[config.mk]
export PLATFORM = sky130hd
export DESIGN_NAME = dmem_arbiter
export DESIGN_NICKNAME = d
export VERILOG_FILES = /design/src/rtl/dmem_arbiter.sv
export SDC_FILE = /design/constraint.sdc
export NUM_CORES = 1
export LEC_CHECK = 0
export BUFFER_PORTS_ARGS = -buffer_cell sky130_fd_sc_hd__clkbuf_2
export CAP_MARGIN = 25
export CORE_AREA = 2 2 104 106
export DETAILED_ROUTE_END_ITERATION = 7
export DIE_AREA = 0 0 106 108
export PLACE_DENSITY = 0.7
export SLEW_MARGIN = 5
export SYNTH_ARGS = -nofsm -noshare
export SYNTH_HDL_FRONTEND = slang
export SYNTH_SLANG_ARGS = --single-unit
[constraint.sdc]
create_clock -name clk -period 2.1 [get_ports clk]
set_input_delay 0.105 -clock clk [delete_from_list [all_inputs] [get_ports clk]]
set_output_delay 0.105 -clock clk [all_outputs]
set_load 0.02 [all_outputs]
[src/rtl/dmem_arbiter.sv]
// Round-robin arbiter sharing the single-port data memory between NREQ requesters,
// with registered 1-cycle responses and a lock handshake guarded by a watchdog.
module dmem_arbiter #(
  parameter int NREQ      = 2,
  parameter int MEM_WORDS = 64,
  parameter int LOCK_MAX  = 16
) (
  input  logic                 clk,
  input  logic                 rst_n,
  input  logic [NREQ-1:0]      req_valid,
  input  logic [NREQ-1:0]      req_we,
  input  logic [NREQ-1:0]      req_lock,
  input  logic [NREQ*32-1:0]   req_addr,
  input  logic [NREQ*32-1:0]   req_wdata,
  output logic [NREQ-1:0]      req_ready,
  output logic [NREQ-1:0]      resp_valid,
  output logic [31:0]          resp_rdata,
  output logic                 resp_err,
  output logic                 lock_abort,
  output logic                 mem_we,
  output logic [31:0]          mem_a,
  output logic [31:0]          mem_wd,
  input  logic [31:0]          mem_rd
);

  localparam int PW = (NREQ > 2) ? 2 : 1;
  localparam int CW = $clog2(LOCK_MAX) + 1;

  typedef enum logic {ARB, LOCKED} state_t;

  state_t          state, state_nxt;
  logic [PW-1:0]   rr_ptr, rr_ptr_nxt;
  logic [PW-1:0]   owner, owner_nxt;
  logic [CW-1:0]   lock_cnt, lock_cnt_nxt;
  logic [PW-1:0]   win, cand;
  logic            grant, accept, abort_nxt;
  logic [31:0]     w_addr, w_wdata;
  logic            w_we, w_lock, w_err;

  function automatic logic [PW-1:0] nxt(input logic [PW-1:0] p);
    return (p == PW'(NREQ - 1)) ? '0 : p + 1'b1;
  endfunction

  // Winner: owner only while locked, else first valid scanning upward from rr_ptr.
  always_comb begin
    win   = '0;
    grant = 1'b0;
    cand  = rr_ptr;
    if (state == LOCKED) begin
      win   = owner;
      grant = req_valid[owner];
    end else begin
      for (int unsigned i = 0; i < NREQ; i++) begin
        if (!grant && req_valid[cand]) begin
          grant = 1'b1;
          win   = cand;
        end
        cand = nxt(cand);
      end
    end
  end

  always_comb begin
    w_addr  = '0;
    w_wdata = '0;
    for (int unsigned i = 0; i < NREQ; i++) begin
      if (PW'(i) == win) begin
        w_addr  = req_addr[i*32 +: 32];
        w_wdata = req_wdata[i*32 +: 32];
      end
    end
    w_we   = req_we[win];
    w_lock = req_lock[win];
    w_err  = (w_addr[1:0] != 2'b00) || (w_addr >= 32'(MEM_WORDS * 4));
    accept = grant && rst_n;
  end

  always_ff @(posedge clk or negedge rst_n) begin
    if (!rst_n) begin
      state    <= ARB;
      rr_ptr   <= '0;
      owner    <= '0;
      lock_cnt <= '0;
    end else begin
      state    <= state_nxt;
      rr_ptr   <= rr_ptr_nxt;
      owner    <= owner_nxt;
      lock_cnt <= lock_cnt_nxt;
    end
  end

  // An owner accept always beats the watchdog, so the timeout is only in the else path.
  always_comb begin
    state_nxt    = state;
    rr_ptr_nxt   = rr_ptr;
    owner_nxt    = owner;
    lock_cnt_nxt = lock_cnt;
    abort_nxt    = 1'b0;
    case (state)
      ARB: begin
        if (accept) begin
          rr_ptr_nxt = nxt(win);
          if (w_lock && !w_err) begin
            state_nxt    = LOCKED;
            owner_nxt    = win;
            lock_cnt_nxt = '0;
          end
        end
      end
      LOCKED: begin
        if (accept) begin
          lock_cnt_nxt = '0;
          if (!w_lock || w_err) begin
            state_nxt  = ARB;
            rr_ptr_nxt = nxt(owner);
          end
        end else if (lock_cnt == CW'(LOCK_MAX - 1)) begin
          state_nxt    = ARB;
          rr_ptr_nxt   = nxt(owner);
          lock_cnt_nxt = '0;
          abort_nxt    = 1'b1;
        end else begin
          lock_cnt_nxt = lock_cnt + 1'b1;
        end
      end
      default: state_nxt = ARB;
    endcase
  end

  always_comb begin
    req_ready = '0;
    if (accept) req_ready[win] = 1'b1;
    mem_we = accept && w_we && !w_err;
    mem_a  = grant ? w_addr  : '0;
    mem_wd = grant ? w_wdata : '0;
  end

  always_ff @(posedge clk or negedge rst_n) begin
    if (!rst_n) begin
      resp_valid <= '0;
      resp_rdata <= '0;
      resp_err   <= 1'b0;
      lock_abort <= 1'b0;
    end else begin
      resp_valid <= req_ready;
      resp_rdata <= (accept && !w_we && !w_err) ? mem_rd : '0;
      resp_err   <= accept && w_err;
      lock_abort <= abort_nxt;
    end
  end

endmodule

==> results.cfg, run 1 <==
[sta]
fin_crit_ns = 2.03
worst_pin_slew_ns = 0.565
finalHoldViolCount = 0
finalCritPeriodShare = 0.967
setup_viol = 0
max_freq_mhz = 493
slew_viol_final = 0
whs_ns = 0.0181
skew_ns = 0.00833
maxSlewHeadroom = 0.624

[cts]
htree_levels = 2
cts_tree = done
clock_path_buffers = 2
clkTransAtPathRegs_ns = 0.08
numCtsBuffers = 5
cts_root_buffer = clkbuf_8
clkLatencyLatePin_ns = 0.30
clock-sinks = 44

[worst_setup_path]
r2r_cells = 7
cp_max_fo = 22
worstPathRequired_ns = 2.00
cp-start-kind = flip-flop
critPathKind = flip-flop to output pin
crit_arrival_ns = 1.92
worst_setup_path_end_kind = output pin

[synthesis]
synth_fp_nets = 539
yosys_warnings = 0
async_reset_ff_frac = 1.00
syn-instance-count = 370
ys_seq_area_frac = 0.404
synth_ff_type = dfrtp_1
mappedNetlistArea_um2 = 2730
ys_types = 42
synth-edff-count = 0
syn_avg_cell_area_um2 = 7.37
synth-seq-cells = 44

[worst_hold_path]
hold_class = input port to flip-flop
whs_path_depth = 2

[grt]
grt_pass1_wl_mm = 15.8
grt_start_max_net_pins = 47
grt_pass1_vias = 3455
grt-ovfl-total = 0
gr-usage-all-layers = 0.172
antenna_found_initial = 0

[finish]
utilization = 0.442
synthToLayoutAreaGrowth_pct = 65.8
antenna_cells = 0
nets = 812
multiInputGateArea_um2 = 1530
fillCellCount = 1004
seq_area_um2 = 1100
drive_gt1_frac = 0.475

[placed_design]
dp_hpwl_mm = 8.50
gp_congestion = 0.842
port_buffers = 270

[die]
core_um2 = 10200
initial_core_util = 0.266
die_x_um = 106
die_h_um = 108
ioPinCount = 271
rows = 37
die-area_um2 = 11400

[pwr]
ir_worst_vdd_mv = 0.341
p_leak_nw = 2.57
powerDensity_nw_per_um2 = 515

[routing]
first_iter_violations = 149
via_per_inst = 4.65
dr.pass1.iters = 4
via_count = 3627
routed_wl_mm = 10.6
wl_per_cell_um = 13.6
drc = 0
drt.antenna.violating_nets = 0

[run]
maxCapViolations = 0

[run_status]
outcome = completed
==> logic make-up after synthesis <==
kind of cell | synth area share
compound gates | 0.184
xor+xnor | 0.00321
fa+ha+maj | 0.00459
buf+inv | 0.0432
flops | 0.404
mux | 0.00413
simple gates | 0.357
==> power by group <==
part           internal (mW)  leakage (nW)  total [mW]  switching (mW)
registers              0.868         0.592       0.887          0.0187
clock network          0.353        0.0552       0.629           0.276
logic                  0.337          1.92       0.812           0.475
==> metal layers <==
layer,GRT usage,wire [um],share of wire,up-vias
li1,-,-,-,1781
met1,0.188,4160,0.39,1650
met2,0.329,5530,0.52,187
met3,0.0325,798,0.075,9
met4,0.0630,140,0.013,0
met5,0,0,0,-
==> synth_stat cells (all sizes together), types with 3 or more instances <==
| cell | n | area share |
|---|---|---|
| nand2 | 135 | 0.19 |
| a21oi | 67 | 0.12 |
| dfrtp | 44 | 0.40 |
| and2 | 34 | 0.079 |
| clkbuf | 16 | 0.023 |
| nor4 | 13 | 0.030 |
| nor2 | 11 | 0.016 |
| buf | 9 | 0.017 |
| nand3 | 6 | 0.011 |
| o21ai | 3 | 0.0055 |
==> path summary, 6_finish.rpt <==
kind                            endpoint         from  slack, ns
max reg2reg                  lock_cnt[3]        owner       0.18
min reg2reg                   lock_abort  lock_cnt[4]       0.49
min                        resp_rdata[1]    mem_rd[1]       0.02
max in group asynchronous          state        rst_n       1.22
min in group asynchronous          owner        rst_n       0.47
max                           mem_wd[27]        owner       0.07
==> through the flow <==
stage	setup WS, ns	TNS [ns]	total power [mW]	cell area (um2)	instances
after floorplan	0.232	0	1.31	2730	370
after global placement	0.106	0	1.67	4270	763
after detailed placement	0.0603	0	1.68	4270	763
after CTS	-0.0263	-0.0678	2.34	4450	777
after global routing	-0.0254	-0.0936	2.47	4520	780
final	0.0701	0	2.33	4520	780
==> sequential cells by signal, indices dropped and copies added (netlist names) <==
signal      count
lock_cnt        5
resp_err        1
resp_valid      2
resp_rdata     32
owner           1
rr_ptr          1
lock_abort      1
state           1
==> cell usage in the layout (no fill, tap or decap), drive strengths merged <==
master,instances
a211o,1
a211oi,1
a21oi,67
a22o,2
a22oi,1
a311oi,1
a31oi,1
a32oi,2
and2,34
and3,2
buf,15
bufinv,1
clkbuf,277
clkinv,1
dfrtp,44
dlygate4sd3,5
ha,1
inv,2
mux2,1
nand2,135
nand2b,1
nand3,6
nand4,2
nor2,11
nor2b,1
nor3,2
nor3b,2
nor4,13
o211a,1
o211ai,2
o21a,1
o21ai,3
o32ai,2
or2,1
or3,1
xnor2,1
==> worst max-delay path, cell delays in order (launching register included) <==
cell and delay (ns):
dfrtp_1 0.46, mux2_2 0.41, o21ai_4 0.16, buf_4 0.30, a21oi_1 0.10, clkbuf_2 0.18
==> cell type report <==
type                    instances  area share
repair buffers                291       0.354
multi-input cells             299       0.339
inverters                       2     0.00166
well taps                     136      0.0377
clock inverters                 2     0.00775
flip-flops and latches         44       0.244
clock buffers                   6      0.0161
==> what timing repair did <==
action                     4_1_cts  5_1_grt
cloned                           0        1
setup buffers                    1        2
pin swaps                        1        1
gates resized for setup          3        8
hold endpoints to repair        48        0
hold buffers                     5        0
setup endpoints to repair       64       65
Note: power is estimated with default switching activity, not from simulation.
==> inputs of run 2 (changes only) <==
- BUFFER_PORTS_ARGS: -buffer_cell sky130_fd_sc_hd__clkbuf_2 -> default
- CORE_AREA: 2 2 104 106 -> 2 2 105 107
- DIE_AREA: 0 0 106 108 -> 0 0 107 109
- DONT_BUFFER_PORTS: default -> 1
- PLACE_DENSITY: 0.7 -> 0.47
==> run 2 against run 1 <==
  * Worst setup slack improved by 0.021 ns
  * Clock skew decreased by 0.0048 ns
  * Via count decreased by 14%
  * Combinational power about the same
  * Highest routed layer unchanged
==> results.cfg, run 2 (same netlist as run 1, synthesis figures left out) <==
[run_status]
outcome = completed

[worst_setup_path]
r2r-end = lock_cnt[2]
crit_slowest_cell = dfrtp_1
r2r_cells = 7
r2r_start = rr_ptr
critPathKind = flip-flop to flip-flop
crit_chain = nand2b_4, a22o_2, buf_12, nor3_4, a32oi_4, and2_4, a211o_1
crit_arrival_ns = 2.19
max_stage_delay_ns = 0.39
reg2reg_slack_ns = 0.09
worstPathRequired_ns = 2.28
worst_setup_path_end_kind = flip-flop
cp-start-kind = flip-flop
cp_max_fo = 14

[sta]
setup_tns_ns = 0
max_freq_mhz = 498
slew_viol_final = 0
skew_ns = 0.00353
fin_crit_ns = 2.01
finalHoldViolCount = 0
maxSlewHeadroom = 0.719
setup_viol = 0
finalCritPeriodShare = 0.956
worst_pin_slew_ns = 0.418
whs_ns = 0.0455

[routing]
first_iter_violations = 224
dr.pass1.iters = 4
via_count = 3113
drt.antenna.violating_nets = 0
via_per_inst = 5.00
wl_per_cell_um = 19.0
routed_wl_mm = 11.8
drc = 0

[finish]
finalNonFillerCells = 623
drive_gt1_frac = 0.246
final_common_cell = nand2_1
mostFrequentLayoutCells = nand2_1, buf_4, a21oi_1, dfrtp_1, dlygate4sd3_1
nets = 651
fin_area_um2 = 4150
synthToLayoutAreaGrowth_pct = 52.2
largest_reg_flops = 32
top_regs = resp_rdata: 32 flops, lock_cnt: 5 flops, resp_valid: 2 flops
top_register = resp_rdata
antenna_cells = 0

[grt]
grt-ovfl-total = 0
gr-usage-all-layers = 0.179
grt_start_max_net_pins = 48
grt_pass1_wl_mm = 16.1
grt_pass1_vias = 2977
antenna_found_initial = 0

[cts]
clkTransAtPathRegs_ns = 0.08
numCtsBuffers = 5
clock_path_buffers = 2
cts_root_buffer = clkbuf_8
clock-sinks = 44
htree_levels = 2
cts_tree = done
clkLatencyLatePin_ns = 0.29

[run]
maxCapViolations = 0

[die]
die_x_um = 107
initial_core_util = 0.257
rows = 38
die_h_um = 109
ioPinCount = 271
die-area_um2 = 11700
core_um2 = 10600

[pwr]
powerDensity_nw_per_um2 = 562
p_leak_nw = 1.97
clock_power_share = 0.271
ir_worst_vdd_mv = 0.266
pwr-share-seq = 0.382
p_switching_mw = 0.744
p_sw_frac = 0.319
p_int_mw = 1.59
p_comb_frac = 0.347

[worst_hold_path]
min_delay_worst_endpoint = owner
hold_class = input port to flip-flop
whs_path_depth = 2
min_from = req_lock[1]

[placed_design]
placedCellCount = 571
gp_congestion = 0.852
port_buffers = 0
dpl_cell_area_um2 = 3490
dp_hpwl_mm = 8.58
## run 2: power by group through the flow
stage / registers, mW / logic [mW] / clock network (mW)
global placement: 0.908 / 0.675 / 0
CTS: 0.892 / 0.778 / 0.659
finish: 0.892 / 0.809 / 0.632
floorplan: 0.904 / 0.409 / 0
global route: 0.897 / 0.879 / 0.693
detailed placement: 0.908 / 0.679 / 0
## run 2: worst max-delay path, delay by kind of cell (launching register included)
kind,cells,cell delay (ns)
AO/OA/AOI/OAI,3,0.72
AND/OR/NAND/NOR,3,0.62
flip-flops,1,0.39
buffers and inverters,1,0.16
## run 2: area by class of cell
type,count,area [um2]
clock buffers,6,72.6
clock inverters,2,35.0
flip-flops and latches,44,1100
well taps,140,175
inverters,2,7.51
repair buffers,129,1200
multi-input cells,300,1560
fillers,1081,6450
## run 2: layer usage
| layer | wire length, um | GRT usage | up-vias | share of wire |
|---|---|---|---|---|
| li1 | - | - | 1473 | - |
| met1 | 4420 | 0.217 | 1429 | 0.37 |
| met2 | 6080 | 0.313 | 200 | 0.51 |
| met3 | 1150 | 0.0520 | 11 | 0.098 |
| met4 | 160 | 0.0436 | 0 | 0.014 |
| met5 | 0 | 0 | - | 0 |
## run 2: worst max-delay path by stage
stage	start	endpoint
CTS	state	mem_a[29]
detailed placement	rr_ptr	resp_rdata[18]
finish	rr_ptr	lock_cnt[2]
floorplan	state	mem_a[24]
global placement	req_addr[27]	resp_rdata[9]
global route	rr_ptr	mem_we
## run 2: repair_timing
action	CTS	global route
endpoints found under the setup margin	42	99
hold endpoints to repair	77	0
hold buffers	35	0
pin swaps	0	4
resized for setup	4	8
gates cloned	1	3
setup buffers	0	5
## run 2: metrics by stage
step / setup slack (ns) / total power, mW / util
floorplan: 0.232 / 1.31 / -
global placement: -0.0407 / 1.58 / 0.329
detailed placement: -0.0904 / 1.59 / 0.329
CTS: 0.00841 / 2.33 / 0.379
global route: -0.0283 / 2.47 / 0.391
finish: 0.0915 / 2.33 / 0.391
